<file path="src/rtl/choose_best_fixed_if.sv">
// ============================================================================
// Module   : choose_best_fixed_if
// Brief    : Residual bundle from the fixed-encoder bank plus the chosen order.
// Revision : 1.0
// ============================================================================
`default_nettype none

interface choose_best_fixed_if;
    logic               iEnable;
    logic signed [15:0] FE0_residual;
    logic signed [15:0] FE1_residual;
    logic signed [15:0] FE2_residual;
    logic signed [15:0] FE3_residual;
    logic signed [15:0] FE4_residual;
    logic        [2:0]  oBest;

    modport master (
        output iEnable,
        output FE0_residual,
        output FE1_residual,
        output FE2_residual,
        output FE3_residual,
        output FE4_residual,
        input  oBest
    );

    modport slave (
        input  iEnable,
        input  FE0_residual,
        input  FE1_residual,
        input  FE2_residual,
        input  FE3_residual,
        input  FE4_residual,
        output oBest
    );
endinterface

`default_nettype wire

</file>
<file path="src/rtl/choose_best_fixed.sv">
// ============================================================================
// Module   : choose_best_fixed
// Brief    : Per-block sum of |residual| for fixed orders 0..4; reports argmin.
// Revision : 1.0
// ============================================================================
`default_nettype none

module choose_best_fixed #(
    parameter int BLOCK_SIZE = 4096,
    parameter int ACC_W      = 32
) (
    input  wire logic          iClock,
    input  wire logic          iReset,
    choose_best_fixed_if.slave fe_bus
);

    localparam int             CNT_W  = (BLOCK_SIZE > 1) ? $clog2(BLOCK_SIZE) : 1;
    localparam logic [CNT_W-1:0] C_LAST = CNT_W'(BLOCK_SIZE - 1);
    localparam int             NUM_ORD = 5;

    logic [15:0]      w_res  [NUM_ORD];
    logic [ACC_W-1:0] w_abs  [NUM_ORD];
    logic [ACC_W-1:0] w_sum  [NUM_ORD];

    logic [CNT_W-1:0] r_cnt;
    logic [ACC_W-1:0] r_acc  [NUM_ORD];
    logic [ACC_W-1:0] r_snap [NUM_ORD];
    logic             r_pending;
    logic [2:0]       r_best;

    logic [2:0]       w_min_idx;
    logic [ACC_W-1:0] w_min_val;

    assign w_res[0] = fe_bus.FE0_residual;
    assign w_res[1] = fe_bus.FE1_residual;
    assign w_res[2] = fe_bus.FE2_residual;
    assign w_res[3] = fe_bus.FE3_residual;
    assign w_res[4] = fe_bus.FE4_residual;

    // 17-bit magnitude so that |-32768| is exact rather than saturated.
    generate
        for (genvar k = 0; k < NUM_ORD; k++) begin : g_abs
            logic [16:0] w_ext;
            logic [16:0] w_mag;
            assign w_ext    = {w_res[k][15], w_res[k]};
            assign w_mag    = w_ext[16] ? (~w_ext + 17'd1) : w_ext;
            assign w_abs[k] = {{(ACC_W-17){1'b0}}, w_mag};
            assign w_sum[k] = r_acc[k] + w_abs[k];
        end
    endgenerate

    // Strict less-than scanned upward: ties resolve to the lowest order.
    always_comb begin
        w_min_idx = 3'd0;
        w_min_val = r_snap[0];
        for (int k = 1; k < NUM_ORD; k++) begin
            if (r_snap[k] < w_min_val) begin
                w_min_val = r_snap[k];
                w_min_idx = 3'(k);
            end
        end
    end

    always_ff @(posedge iClock) begin
        if (iReset) begin
            r_cnt     <= '0;
            r_pending <= 1'b0;
            r_best    <= 3'd0;
            for (int k = 0; k < NUM_ORD; k++) begin
                r_acc[k]  <= '0;
                r_snap[k] <= '0;
            end
        end else begin
            // The compare of block n overlaps the first sample of block n+1.
            if (r_pending) begin
                r_best    <= w_min_idx;
                r_pending <= 1'b0;
            end
            if (fe_bus.iEnable) begin
                if (r_cnt == C_LAST) begin
                    for (int k = 0; k < NUM_ORD; k++) begin
                        r_snap[k] <= w_sum[k];
                        r_acc[k]  <= '0;
                    end
                    r_cnt     <= '0;
                    r_pending <= 1'b1;
                end else begin
                    for (int k = 0; k < NUM_ORD; k++) begin
                        r_acc[k] <= w_sum[k];
                    end
                    r_cnt <= r_cnt + 1'b1;
                end
            end
        end
    end

    assign fe_bus.oBest = r_best;

endmodule

`default_nettype wire

</file>
<file path="src/flat_wrapper.sv">
// flat-port wrapper written by rule: the top's interface ports become plain ports
module choose_best_fixed_flat 
#(
    parameter int BLOCK_SIZE = 4096,
    parameter int ACC_W      = 32
)
  (iClock, iReset, fe_bus_iEnable, fe_bus_FE0_residual, fe_bus_FE1_residual, fe_bus_FE2_residual, fe_bus_FE3_residual, fe_bus_FE4_residual, fe_bus_oBest);
  choose_best_fixed_if fe_bus_i ();
  input  wire logic iClock;
  input  wire logic iReset;
  input wire logic [$bits(fe_bus_i.iEnable)-1:0] fe_bus_iEnable;
  input wire logic [$bits(fe_bus_i.FE0_residual)-1:0] fe_bus_FE0_residual;
  input wire logic [$bits(fe_bus_i.FE1_residual)-1:0] fe_bus_FE1_residual;
  input wire logic [$bits(fe_bus_i.FE2_residual)-1:0] fe_bus_FE2_residual;
  input wire logic [$bits(fe_bus_i.FE3_residual)-1:0] fe_bus_FE3_residual;
  input wire logic [$bits(fe_bus_i.FE4_residual)-1:0] fe_bus_FE4_residual;
  output wire logic [$bits(fe_bus_i.oBest)-1:0] fe_bus_oBest;
  assign fe_bus_i.iEnable = fe_bus_iEnable;
  assign fe_bus_i.FE0_residual = fe_bus_FE0_residual;
  assign fe_bus_i.FE1_residual = fe_bus_FE1_residual;
  assign fe_bus_i.FE2_residual = fe_bus_FE2_residual;
  assign fe_bus_i.FE3_residual = fe_bus_FE3_residual;
  assign fe_bus_i.FE4_residual = fe_bus_FE4_residual;
  assign fe_bus_oBest = fe_bus_i.oBest;
  choose_best_fixed #(.BLOCK_SIZE(BLOCK_SIZE), .ACC_W(ACC_W)) u_core (.iClock(iClock), .iReset(iReset), .fe_bus(fe_bus_i));
endmodule
</file>
<file path="config.mk">
export PLATFORM = sky130hd
export DESIGN_NAME = choose_best_fixed_flat
export DESIGN_NICKNAME = d
export VERILOG_FILES = /design/src/rtl/choose_best_fixed_if.sv /design/src/rtl/choose_best_fixed.sv /design/src/flat_wrapper.sv
export SDC_FILE = /design/constraint.sdc
export NUM_CORES = 1
export LEC_CHECK = 0
export CORE_UTILIZATION = 55
export DETAILED_ROUTE_END_ITERATION = 8
export PLACE_DENSITY_LB_ADDON = 0.08
export SLEW_MARGIN = 25
export SYNTH_ARGS = -nofsm -noshare
export SYNTH_HDL_FRONTEND = slang
export SYNTH_SLANG_ARGS = --single-unit
</file>
<file path="constraint.sdc">
create_clock -name iClock -period 17.1 [get_ports iClock]
set_clock_uncertainty 0.1 [all_clocks]
set_input_delay 2.565 -clock iClock [delete_from_list [all_inputs] [get_ports iClock]]
set_output_delay 2.565 -clock iClock [all_outputs]
set_load 0.03 [all_outputs]
</file>
==> results.cfg <==
[yosys]
avgSynthCellArea_sq_um = 9.972
yosysUniqueCellTypes = 71
yosys.area.top_type = edfxtp_1
yosysWarnings = 0
synth_seq_cells = 336
synth_cells = 2224
netlist.area_leader.share_pct = 43.33
synth_edf_count = 320
async_flop_share_pct = 0
syn_area_sq_um = 22180
synth_area_leaders = edfxtp_1, ha_1, nor2_1, xnor2_1, a21oi_1
ys_seq_area_share_pct = 44.77
yosys_most_used_dff = edfxtp_1

[placement]
dp.cells = 2784
io_buffers = 85
dp_hpwl_mm = 40.14
placed_area_sq_um = 23560
place_ws_ps = 6100
place.gp.congestion = 0.9228

[flow_run]
maxCapViolCount = 0

[setup_path]
cpMostUsedCell = a21o_1
start_kind = register
slowest_stage = mux2i_4
crit_required_ps = 17450
cp.depth = 43
critPathMaxStageDelay_ps = 620
path_buf_inv = 4
end_kind = register
crit_fanout = 48
crit_type = register to register
reg2reg_depth = 43
cp.arrival_ps = 11430
path_delay_family = compound AO/OA/AOI/OAI gates

[pwr]
power_density_nw_per_um2 = 101.9
net-switching-power_uw = 799.1
peakVddDrop_v = 0.00009176
internal_power_uw = 1730
clkPwrFrac_pct = 32.3
combPwrFrac_pct = 28.0
seqPwrFrac_pct = 39.7
power_leakage_uw = 0.009768
netSwitchingFraction_pct = 31.59

[run_status]
status = completed

[global_routing]
grt_start_max_net_pins = 89
grt_overflow_total = 0
grt_pass1_wl_mm = 84.08
grt.total_usage_pct = 26.23
grt_pass1_vias = 16140
grt_antenna_before_repair = 0

[timing]
finalHoldViolations = 0
max_slew_margin_pct = 33.42
worst_slew_pin_slew_ps = 998.6
min_period_ps = 11080
rsz0062_at_grt = no
fin_ws_ps = 6019
setup_viol = 0
finalSetupTns_ps = 0
maxSlewViolCount = 0
fmax_mhz = 90.24
min_period_over_period_pct = 64.80

[routing]
drt_iter0_drc = 1119
antenna_left = 0
wl_mm = 53.60
drcViolationCount = 0
firstDrtPassIters = 7
avgViaCountPerCell = 5.820
num_vias = 16630
routedWlPerCell_microns = 18.76

[cells_and_area]
layout-drive-gt1-share_pct = 4.117
flow.area_growth_from_synthesis_pct = 11.92
nNetsFinal = 2603
final_area_sq_um = 24820
diodes = 0
finalNonFillerCells = 2857

[clocking]
cts_buffers = 40
cts_setup_buffers = 0
clkLatencyLatePin_ps = 560
cts_resized = 0
clk_pin_slew_ps = 60
holdBufCountCts = 0
clock-sinks = 336
root_buffer = clkbuf_16
htreeDepth = 2
cts_buffer_depth = 3
tritoncts = yes

[floorplan]
io_pins = 86
die_area_sq_um = 41130
start_util_pct = 55.82
die_w_microns = 202.8
core_area_sq_um = 39730
die_y_microns = 202.8
fp-row-count = 73

[min_path]
holdCritPathClass = register to register
hold_path_depth = 2
cell usage in the layout, fill, tap and decap left out, types with 30 or more instances in the layout:
master	n
nor2_1	391
edfxtp_1	320
ha_1	213
a21oi_1	141
xnor2_1	139
nand2_1	117
inv_1	104
o21ai_0	93
clkdlybuf4s50_1	85
xor2_1	73
nand3_1	48
a21o_1	46
clkbuf_16	40
nand4_1	35
o31ai_1	32
o31a_1	32
nor3_1	31
mux2i_1	30
state kept, by name, indices dropped and copies added (netlist names):
signal and flops:
u_core.r_acc 160, u_core.r_snap 160, u_core.r_cnt 12, u_core.fe_bus.oBest 3, u_core.r_pending 1
worst paths after layout:
kind / from / to / slack (ps)
setup / recovery: u_core.r_snap[0][1] / u_core.fe_bus.oBest[0] / 6020
hold / removal: u_core.r_pending / u_core.fe_bus.oBest[2] / 410
setup reg to reg: u_core.r_snap[0][1] / u_core.fe_bus.oBest[0] / 6020
hold reg to reg: u_core.r_pending / u_core.fe_bus.oBest[2] / 410
power groups by stage:
stage	sequential (uW)	combinational (uW)	clock [uW]
detailed placement	1020	697	0
global placement	1020	682	0
finish	1000	707	818
floorplan	1010	517	0
global route	1010	788	863
CTS	1000	702	835
per-stage QoR:
| stage | total power, uW | hold slack, ps | utilization (%) |
|---|---|---|---|
| 2_1_floorplan | 1529 | 366.4 | - |
| 3_3_place_gp | 1702 | 383.3 | 59.29 |
| 3_5_place_dp | 1718 | 396.1 | 59.29 |
| 4_1_cts | 2542 | 406.2 | 62.40 |
| 5_1_grt | 2661 | 443.9 | 62.47 |
| 6_report | 2529 | 409.7 | 62.47 |
cells by family (layout without fill, tap and decap cells):
family,count (synthesis),in the layout,synth area share [%]
multiplexers,33,33,1.518
flip-flops,336,336,44.77
AND/OR/NAND/NOR,806,806,16.83
adder cells (fa/ha/maj),220,220,12.56
XOR/XNOR,212,212,8.372
buffers and inverters,170,274,3.035
other,1,5,0.01691
AO/OA/AOI/OAI,446,446,12.90
synth_stat cells (all sizes together), types with 5 or more instances:
library cell and instances:
nor2 393, edfxtp 320, ha 213, a21oi 142, xnor2 139, nand2 117
inv 104, o21ai 103, xor2 73, clkbuf 58, nand3 48, a21o 46
nand4 35, o31a 32, o31ai 32, mux2i 31, nor3 31, nand2b 29
and3 27, and2 24, nor2b 24, or3 22, dfxtp 16, o21bai 16
nor4 13, or4 12, o21a 11, or2 11, o41ai 10, a31oi 8
buf 8, o211ai 8, a211oi 7, and4 7, a2111oi 5, a211o 5
fa 5, nand3b 5
worst register-to-register path, delay by kind of cell (launching register included):
family / cells / cell delay (ps)
AO/OA/AOI/OAI: 29 / 5930
adder cells (fa/ha/maj): 4 / 1130
flip-flops: 1 / 390
buffers and inverters: 4 / 1490
multiplexers: 2 / 1150
AND/OR/NAND/NOR: 4 / 770
layer usage:
metal | up-vias | global-route usage (%) | wire length (microns)
li1 | 8226 | - | -
met1 | 7915 | 33.60 | 23420
met2 | 367 | 44.10 | 25610
met3 | 119 | 3.692 | 2194
met4 | 0 | 11.87 | 2373
met5 | - | 0 | 0
area by class of cell:
| class | instances | area (sq um) |
|---|---|---|
| Timing Repair Buffer | 98 | 968.4 |
| Multi-Input combinational cell | 1722 | 11640 |
| Inverter | 104 | 390.4 |
| Tap cell | 525 | 656.9 |
| Sequential cell | 336 | 9930 |
| Fill cell | 3321 | 14910 |
| Clock inverter | 24 | 206.4 |
| Clock buffer | 48 | 1031 |
No activity file was read; power rests on OpenSTA's default activity.
